$ cat config.mk
export PLATFORM = sky130hd
export DESIGN_NAME = mem_stall_ctrl
export DESIGN_NICKNAME = d
export VERILOG_FILES = /design/src/rtl/riscv_pkg.sv /design/src/rtl/flop_en_rst_cl.sv /design/src/rtl/mem_stall_ctrl.sv
export SDC_FILE = /design/constraint.sdc
export NUM_CORES = 1
export LEC_CHECK = 0
export ABC_AREA = 1
export CAP_MARGIN = 10
export CELL_PAD_IN_SITES_DETAIL_PLACEMENT = 0
export CELL_PAD_IN_SITES_GLOBAL_PLACEMENT = 1
export CORE_MARGIN = 2
export CORE_UTILIZATION = 28
export DETAILED_ROUTE_END_ITERATION = 6
export GPL_TIMING_DRIVEN = 0
export PLACE_DENSITY = 0.85
export SYNTH_ARGS = -nofsm -noshare
export SYNTH_HDL_FRONTEND = slang
export SYNTH_SLANG_ARGS = --single-unit
$ cat constraint.sdc
create_clock -name clk -period 3.9 [get_ports clk]
set_input_delay 0.78 -clock clk [delete_from_list [all_inputs] [get_ports clk]]
set_output_delay 0.78 -clock clk [all_outputs]
set_load 0.02 [all_outputs]
$ cat src/rtl/riscv_pkg.sv
// Shared pipeline definitions for the RISC-V core.
//   XLEN                - datapath width
//   TIMEOUT_CYC_DEFAULT - default data-memory wait budget (cycles) per access
//   mem_state_t         - MEM-stage stall controller states
package riscv_pkg;

    localparam int unsigned XLEN                = 32;
    localparam int unsigned TIMEOUT_CYC_DEFAULT = 64;

    typedef enum logic [1:0] {
        IDLE = 2'd0,
        REQ  = 2'd1,
        RESP = 2'd2,
        DONE = 2'd3
    } mem_state_t;

endpackage

$ cat src/rtl/flop_en_rst_cl.sv
// Register with synchronous active-high reset, synchronous clear and load enable.
// Priority: rst > clr > en.
//   clk  - clock
//   rst  - synchronous reset to zero
//   clr  - synchronous clear to zero
//   en   - load d
//   d, q - data in / registered data out
module flop_en_rst_cl #(
    parameter int unsigned W = 32
) (
    input  logic         clk,
    input  logic         rst,
    input  logic         clr,
    input  logic         en,
    input  logic [W-1:0] d,
    output logic [W-1:0] q
);

    logic [W-1:0] q_d;

    always_comb begin
        q_d = q;
        if (clr) begin
            q_d = '0;
        end else if (en) begin
            q_d = d;
        end
    end

    always_ff @(posedge clk) begin
        if (rst) begin
            q <= '0;
        end else begin
            q <= q_d;
        end
    end

endmodule

$ cat src/rtl/mem_stall_ctrl.sv
// MEM-stage data-memory access controller. Issues one request per load/store,
// stalls the front of the pipeline until the response arrives (or the wait
// budget expires), then retires the instruction for exactly one cycle.
//   clk, rst                         - clock, synchronous active-high reset
//   EXMEM_valid, MemReadM, MemWriteM - MEM-stage instruction qualifiers
//   ALUResultM, WriteDataM           - access address and store data
//   dreq_*                           - request channel to data memory
//   dresp_*                          - response channel from data memory
//   StallMem                         - freezes PC, IF/ID, ID/EX, EX/MEM
//   MemValidW                        - valid forwarded to MEM/WB
//   ReadDataM                        - load data (hold register)
//   MemFault                         - one-cycle pulse on bus error / timeout
//   stall_cnt                        - saturating count of stalled cycles
//
// state | meaning
// IDLE  | no access pending; issues request in the same cycle acc rises
// REQ   | request presented, waiting for dreq_ready
// RESP  | request accepted, waiting for dresp_valid
// DONE  | access finished; instruction retires, MemFault if it failed
module mem_stall_ctrl
    import riscv_pkg::*;
#(
    parameter int unsigned XLEN        = riscv_pkg::XLEN,
    parameter int unsigned TIMEOUT_CYC = riscv_pkg::TIMEOUT_CYC_DEFAULT
) (
    input  logic            clk,
    input  logic            rst,
    input  logic            EXMEM_valid,
    input  logic            MemReadM,
    input  logic            MemWriteM,
    input  logic [XLEN-1:0] ALUResultM,
    input  logic [XLEN-1:0] WriteDataM,
    output logic            dreq_valid,
    output logic            dreq_we,
    output logic [XLEN-1:0] dreq_addr,
    output logic [XLEN-1:0] dreq_wdata,
    input  logic            dreq_ready,
    input  logic            dresp_valid,
    input  logic            dresp_err,
    input  logic [XLEN-1:0] dresp_rdata,
    output logic            StallMem,
    output logic            MemValidW,
    output logic [XLEN-1:0] ReadDataM,
    output logic            MemFault,
    output logic [31:0]     stall_cnt
);

    localparam logic [7:0] WAIT_LAST = 8'(TIMEOUT_CYC - 1);

    mem_state_t      state_q, state_d;
    logic [7:0]      wait_q, wait_d;
    logic            fault_q, fault_d;
    logic [31:0]     stall_cnt_q, stall_cnt_d;
    logic            acc;
    logic            hold_en, hold_clr;
    logic            req_raw, stall_raw, valid_raw;
    logic [XLEN-1:0] hold_q;

    always_comb begin
        acc       = EXMEM_valid & (MemReadM | MemWriteM);
        state_d   = state_q;
        wait_d    = wait_q;
        fault_d   = 1'b0;
        hold_en   = 1'b0;
        hold_clr  = 1'b0;
        req_raw   = 1'b0;
        stall_raw = 1'b0;
        valid_raw = 1'b0;

        unique case (state_q)
            IDLE: begin
                if (acc) begin
                    req_raw   = 1'b1;
                    stall_raw = 1'b1;
                    wait_d    = 8'd0;
                    state_d   = dreq_ready ? RESP : REQ;
                end else begin
                    valid_raw = EXMEM_valid;
                end
            end
            REQ: begin
                req_raw   = 1'b1;
                stall_raw = 1'b1;
                // Budget exhausted: abandon even if ready arrives this cycle.
                if (wait_q == WAIT_LAST) begin
                    state_d  = DONE;
                    fault_d  = 1'b1;
                    hold_clr = 1'b1;
                end else begin
                    wait_d = wait_q + 8'd1;
                    if (dreq_ready) begin
                        state_d = RESP;
                    end
                end
            end
            RESP: begin
                stall_raw = 1'b1;
                // A response in the final budget cycle still completes normally.
                if (dresp_valid) begin
                    state_d = DONE;
                    if (dresp_err) begin
                        fault_d  = 1'b1;
                        hold_clr = 1'b1;
                    end else begin
                        hold_en = MemReadM;
                    end
                end else if (wait_q == WAIT_LAST) begin
                    state_d  = DONE;
                    fault_d  = 1'b1;
                    hold_clr = 1'b1;
                end else begin
                    wait_d = wait_q + 8'd1;
                end
            end
            DONE: begin
                valid_raw = 1'b1;
                state_d   = IDLE;
            end
            default: begin
                state_d = IDLE;
            end
        endcase

        stall_cnt_d = stall_cnt_q;
        if (StallMem && (stall_cnt_q != 32'hFFFF_FFFF)) begin
            stall_cnt_d = stall_cnt_q + 32'd1;
        end
    end

    always_ff @(posedge clk) begin
        if (rst) begin
            state_q     <= IDLE;
            wait_q      <= 8'd0;
            fault_q     <= 1'b0;
            stall_cnt_q <= 32'd0;
        end else begin
            state_q     <= state_d;
            wait_q      <= wait_d;
            fault_q     <= fault_d;
            stall_cnt_q <= stall_cnt_d;
        end
    end

    flop_en_rst_cl #(.W(XLEN)) u_hold (
        .clk (clk),
        .rst (rst),
        .clr (hold_clr),
        .en  (hold_en),
        .d   (dresp_rdata),
        .q   (hold_q)
    );

    // Outputs are forced quiet while rst is high, before state has cleared.
    assign dreq_valid = req_raw & ~rst;
    assign dreq_we    = MemWriteM;
    assign dreq_addr  = ALUResultM;
    assign dreq_wdata = WriteDataM;
    assign StallMem   = stall_raw & ~rst;
    assign MemValidW  = valid_raw & ~rst;
    assign MemFault   = (state_q == DONE) & fault_q & ~rst;
    assign ReadDataM  = hold_q;
    assign stall_cnt  = stall_cnt_q;

endmodule
==> flow_summary.ini, run 1 <==
[final_layout]
n_antenna_cell = 0
fin_nets = 970
areaGrowthSynthToFinish_pct = 52.3
finalNonFillerCells = 1075
ff_latch_area_sq_um = 1500
fillers = 1629
drive_gt1_frac = 0.120
multi_input_area_sq_um = 2160

[timing]
period_minus_slack_ns = 3.30
fmax_mhz = 303
finClkSkew_ns = 0.00972
period_share = 0.845
rsz0062_at_grt = false
fin_tns_setup_ns = 0
finalSetupViolations = 0
slew_violations = 0
hold_viol = 0
slew-limit-headroom = 0.606
worst_slew_pin_slew_ns = 0.591

[clock_network]
clock_path_buffers = 2
cts_resized = 0
cts_buffers = 9
clkLatencyLatePin_ns = 0.34
cts_sinks = 75
cts_setup_buffers = 0
cts_tree = done
cts.clk_slew.worst_paths_ns = 0.06
cts_hold_buf = 0
cts.htree.levels = 3
cts_root_buffer = clkbuf_16

[logic_synthesis]
synth_top_cells_by_area = dfxtp_1 (34%), nand2_1 (18%), buf_4 (11%), nor2_1 (7.6%), a21oi_1 (7.1%)
synth_nets = 787
yosys.area.top_type = dfxtp_1
synth_top_area_frac = 0.339
syn_area_sq_um = 4430
ys_types = 28
ys_warn_count = 0
avgSynthCellArea_sq_um = 6.56
ys_seq_elements = 75
synthCells = 676
yosysSeqAreaShare = 0.339

[min_path]
hp-class = flop to flop

[run]
cap_viol_max_count = 0

[setup_path]
worstPathRequired_ns = 3.12
crit_buf_inv = 4
crit_fanout = 4
worstSetupStartpointType = input port
cp-end-kind = output port
crit_type = input port to output port
crit_chain = clkdlybuf4s50_1 > inv_1 > nand2_1 > nand2_1 > nand2_1 > nand2_1 > inv_1 > clkdlybuf4s50_1
crit_top_cell = nand2_1
cp_top_family = buffers and inverters
crit_arrival_ns = 2.52
cpMaxStageDelayCell = clkdlybuf4s50_1
cpPeakStageDelay_ns = 0.62

[drt]
drt_iter0_markers = 214
via_per_inst = 4.32
dr.pass1.iters = 5
wire_per_inst_um = 12.2
ant_nets = 0
totalWireLength_mm = 13.1
vias = 4639
drc = 0

[global_routing]
use_met2 = 0.245
use_met1 = 0.199
overflow = 0
grt_pass1_wl_mm = 20.5
grt_pass1_vias = 4256
grt_max_degree = 15
grt.busiest_layer = met2
grt_use_met3 = 0.0455
track_usage = 0.153
grt_antenna_before_repair = 0

[placement]
place.gp.congestion = 0.800
dpl.hpwl_mm = 10.0
port_buffers = 172
dp_cells = 1059

[power_and_ir_drop]
vdd_ir_drop_max_mv = 0.243
p_leak_nw = 2.60
p_per_area_nw_per_um2 = 409

[floorplan]
pin_count = 237
die_width_um = 130
start_util = 0.289
core_sq_um = 15300
rows = 45
die_area_sq_um = 16900
chipHeight_um = 130

[outcome]
status = finished clean
==> cell families after synthesis <==
kind of cell / after synthesis / synth area share
buffers and inverters: 132 / 0.174
AOI/OAI and AO/OA: 75 / 0.0861
and+or+nand+nor: 371 / 0.350
DFF: 75 / 0.339
xor gates and xnor gates: 16 / 0.0316
adders and majority gates: 7 / 0.0198
==> stage by stage <==
stage	area, sq um	hold slack, ns	utilization	worst slack [ns]	power, mW
6_report	6750	0.460	0.441	0.603	2.76
5_1_grt	6750	0.478	0.441	0.466	2.93
4_1_cts	6750	0.462	0.441	0.584	2.79
3_5_place_dp	6420	0.453	0.419	0.597	1.83
3_3_place_gp	6420	0.448	0.419	0.579	1.83
2_1_floorplan	4430	0.462	-	1.66	1.48
==> worst paths after layout <==
kind                              startpoint            end  slack (ns)  depth (start not counted)
worst max-delay path               MemWriteM       StallMem        0.60                          8
worst min-delay path            u_hold.q[30]   u_hold.q[30]        0.46                          2
worst max register to register    state_q[0]  stall_cnt[16]        1.68                          9
worst min register to register  u_hold.q[30]   u_hold.q[30]        0.46                          2
==> flip-flops by register name (all words and copies together), names as in the netlist <==
name,flops
stall_cnt,32
u_hold.q,32
wait_q,8
state_q,2
fault_q,1
==> layout make-up <==
type,count,area share
clock buffer,10,0.0354
multi-input combinational,469,0.320
sequential,75,0.222
timing repair buffer,172,0.255
inverter,45,0.0250
tap,211,0.0391
clock inverter,6,0.0141
buffer,87,0.0890
==> Yosys cell counts (all sizes together) <==
cell type,number
buf,75
inv,44
nand3,51
clkbuf,12
xnor2,6
nand4,3
nand3b,5
nor2,95
nor3,4
dfxtp,75
xor2,10
a21oi,64
nand2,213
ha,7
clkinv,1
o21ai,10
o21bai,1
==> worst reg2reg max path, stage by stage (launching register included) <==
cell	delay (ns)
dfxtp_1	0.40
inv_1	0.10
ha_1	0.39
inv_2	0.12
nand2_1	0.13
nand2_1	0.14
a21oi_2	0.32
buf_2	0.33
nand2_1	0.08
a21oi_1	0.14
==> metal layers <==
| metal | wire [um] | share of wire | vias to the layer above |
|---|---|---|---|
| li1 | - | - | 2432 |
| met1 | 6080 | 0.47 | 2063 |
| met2 | 6000 | 0.46 | 138 |
| met3 | 875 | 0.067 | 6 |
| met4 | 106 | 0.0081 | 0 |
| met5 | 0 | 0 | - |
==> cell usage in the layout (no fill, tap or decap) <==
cell             instances
a21oi_1                 63
a21oi_2                  1
buf_1                    1
buf_2                    6
buf_4                   65
buf_6                    3
bufinv_16                2
clkbuf_1                12
clkbuf_16                9
clkbuf_8                 1
clkdlybuf4s50_1        172
clkinv_1                 1
clkinv_4                 2
dfxtp_1                 75
ha_1                     7
inv_1                   41
inv_2                    3
inv_6                    2
nand2_1                209
nand2_2                  3
nand2_4                  1
nand3_1                 50
nand3_4                  1
nand3b_1                 5
nand4_1                  3
nor2_1                  90
nor2_2                   2
nor2_4                   2
nor2_8                   1
nor3_1                   4
o21ai_0                 10
o21bai_1                 1
xnor2_1                  6
xor2_1                  10
==> power by group <==
group	internal (mW)	leakage (nW)	switching (mW)
Sequential	0.824	0.606	0.0685
Clock	0.585	0.164	0.358
Combinational	0.387	1.83	0.536
(Power assumes the default switching activity.)
==> run 2: changes to the inputs <==
Settings changed: CORE_UTILIZATION 28 to 24, PLACE_DENSITY 0.85 to 0.77.
Clock period 3.9 ns to 2.81 ns, I/O delays scaled along.
==> flow_summary.ini, run 2 (synthesis results as in run 1) <==
[timing]
slew_violations = 0
worst_slew_pin_slew_ns = 0.602
hold_viol = 0
finalSetupViolations = 0
period_minus_slack_ns = 2.70
fmax_mhz = 370
slew-limit-headroom = 0.599
period_share = 0.962
holdWs_ns = 0.461
rsz0062_at_grt = false
finClkSkew_ns = 0.0107

[setup_path]
crit_fanout = 10
crit_arrival_ns = 2.14
worstSetupStartpointType = input port
worstPathRequired_ns = 2.25
cp-end-kind = output port
crit_type = input port to output port

[drt]
totalWireLength_mm = 13.2
via_per_inst = 4.19
dr.pass1.iters = 5
vias = 4579
ant_nets = 0
drt_iter0_markers = 151
drc = 0
wire_per_inst_um = 12.1

[floorplan]
die_area_sq_um = 19600
die_width_um = 140
start_util = 0.246
core_sq_um = 18000
chipHeight_um = 140
rows = 49
pin_count = 237

[global_routing]
overflow = 0
grt_pass1_vias = 4014
grt_pass1_wl_mm = 20.4
track_usage = 0.129
grt_max_degree = 16
grt_antenna_before_repair = 0

[clock_network]
clock_path_buffers = 2
cts.htree.levels = 3
cts_root_buffer = clkbuf_16
cts_sinks = 75
cts_hold_buf = 0
cts_tree = done
clkLatencyLatePin_ns = 0.34
cts_buffers = 9
cts_setup_buffers = 0
cts_resized = 3
cts.clk_slew.worst_paths_ns = 0.06

[power_and_ir_drop]
vdd_ir_drop_max_mv = 0.325
p_per_area_nw_per_um2 = 541
total_power_mw = 3.64
p_leak_nw = 2.58

[placement]
port_buffers = 172
place.gp.congestion = 0.820
dp_cells = 1077
place_area_sq_um = 6440
dpl.hpwl_mm = 10.3

[final_layout]
n_antenna_cell = 0
multi_input_area_sq_um = 2160
finalNonFillerCells = 1093
drive_gt1_frac = 0.125
areaGrowthSynthToFinish_pct = 51.8
fin_util = 0.373
fillers = 1975
most-common-layout-cells = nand2_1 (209), clkdlybuf4s50_1 (170), nor2_1 (90)
fin_nets = 970
final_common_cell = nand2_1
final_area_sq_um = 6730
ff_latch_area_sq_um = 1500

[run]
cap_viol_max_count = 0

[min_path]
hp-class = flop to flop

[outcome]
status = finished clean
[run 2: cell type report]
type | count | area share
Buffer | 87 | 0.0896
Multi-Input combinational cell | 469 | 0.322
Clock buffer | 9 | 0.0335
Inverter | 45 | 0.0251
Sequential cell | 75 | 0.223
Clock inverter | 7 | 0.00893
Timing Repair Buffer | 172 | 0.256
Tap cell | 229 | 0.0426
[run 2: stage by stage]
stage | TNS (ns) | worst slack [ns]
detailed placement | -0.325 | -0.137
floorplan | 0 | 0.942
CTS | 0 | 0.00748
global route | 0 | 0.00653
global placement | -0.305 | -0.130
finish | 0 | 0.107
[run 2: where the power goes]
group | internal [mW] | switching [mW]
Clock | 0.612 | 0.504
Combinational | 0.536 | 0.752
Sequential | 1.14 | 0.0918
Total | 2.29 | 1.35
[run 2: per-layer routing]
layer,global-route usage,share of wire
met3,0.0325,0.063
met1,0.161,0.43
met2,0.218,0.49
met5,0,0
met4,0.0395,0.012
[run 2: path summary, 6_finish.rpt]
check	from	to	slack, ns	depth (start not counted)
min	u_hold.q[9]	u_hold.q[9]	0.46	2
min reg2reg	u_hold.q[9]	u_hold.q[9]	0.46	2
max reg2reg	state_q[0]	stall_cnt[25]	0.61	9
max	rst	MemValidW	0.11	4
[run 2: worst max-delay path, stage by stage]
cell and delay (ns):
clkdlybuf4s50_1 0.47, clkbuf_2 0.24, nor3_1 0.21, clkdlybuf4s50_1 0.66
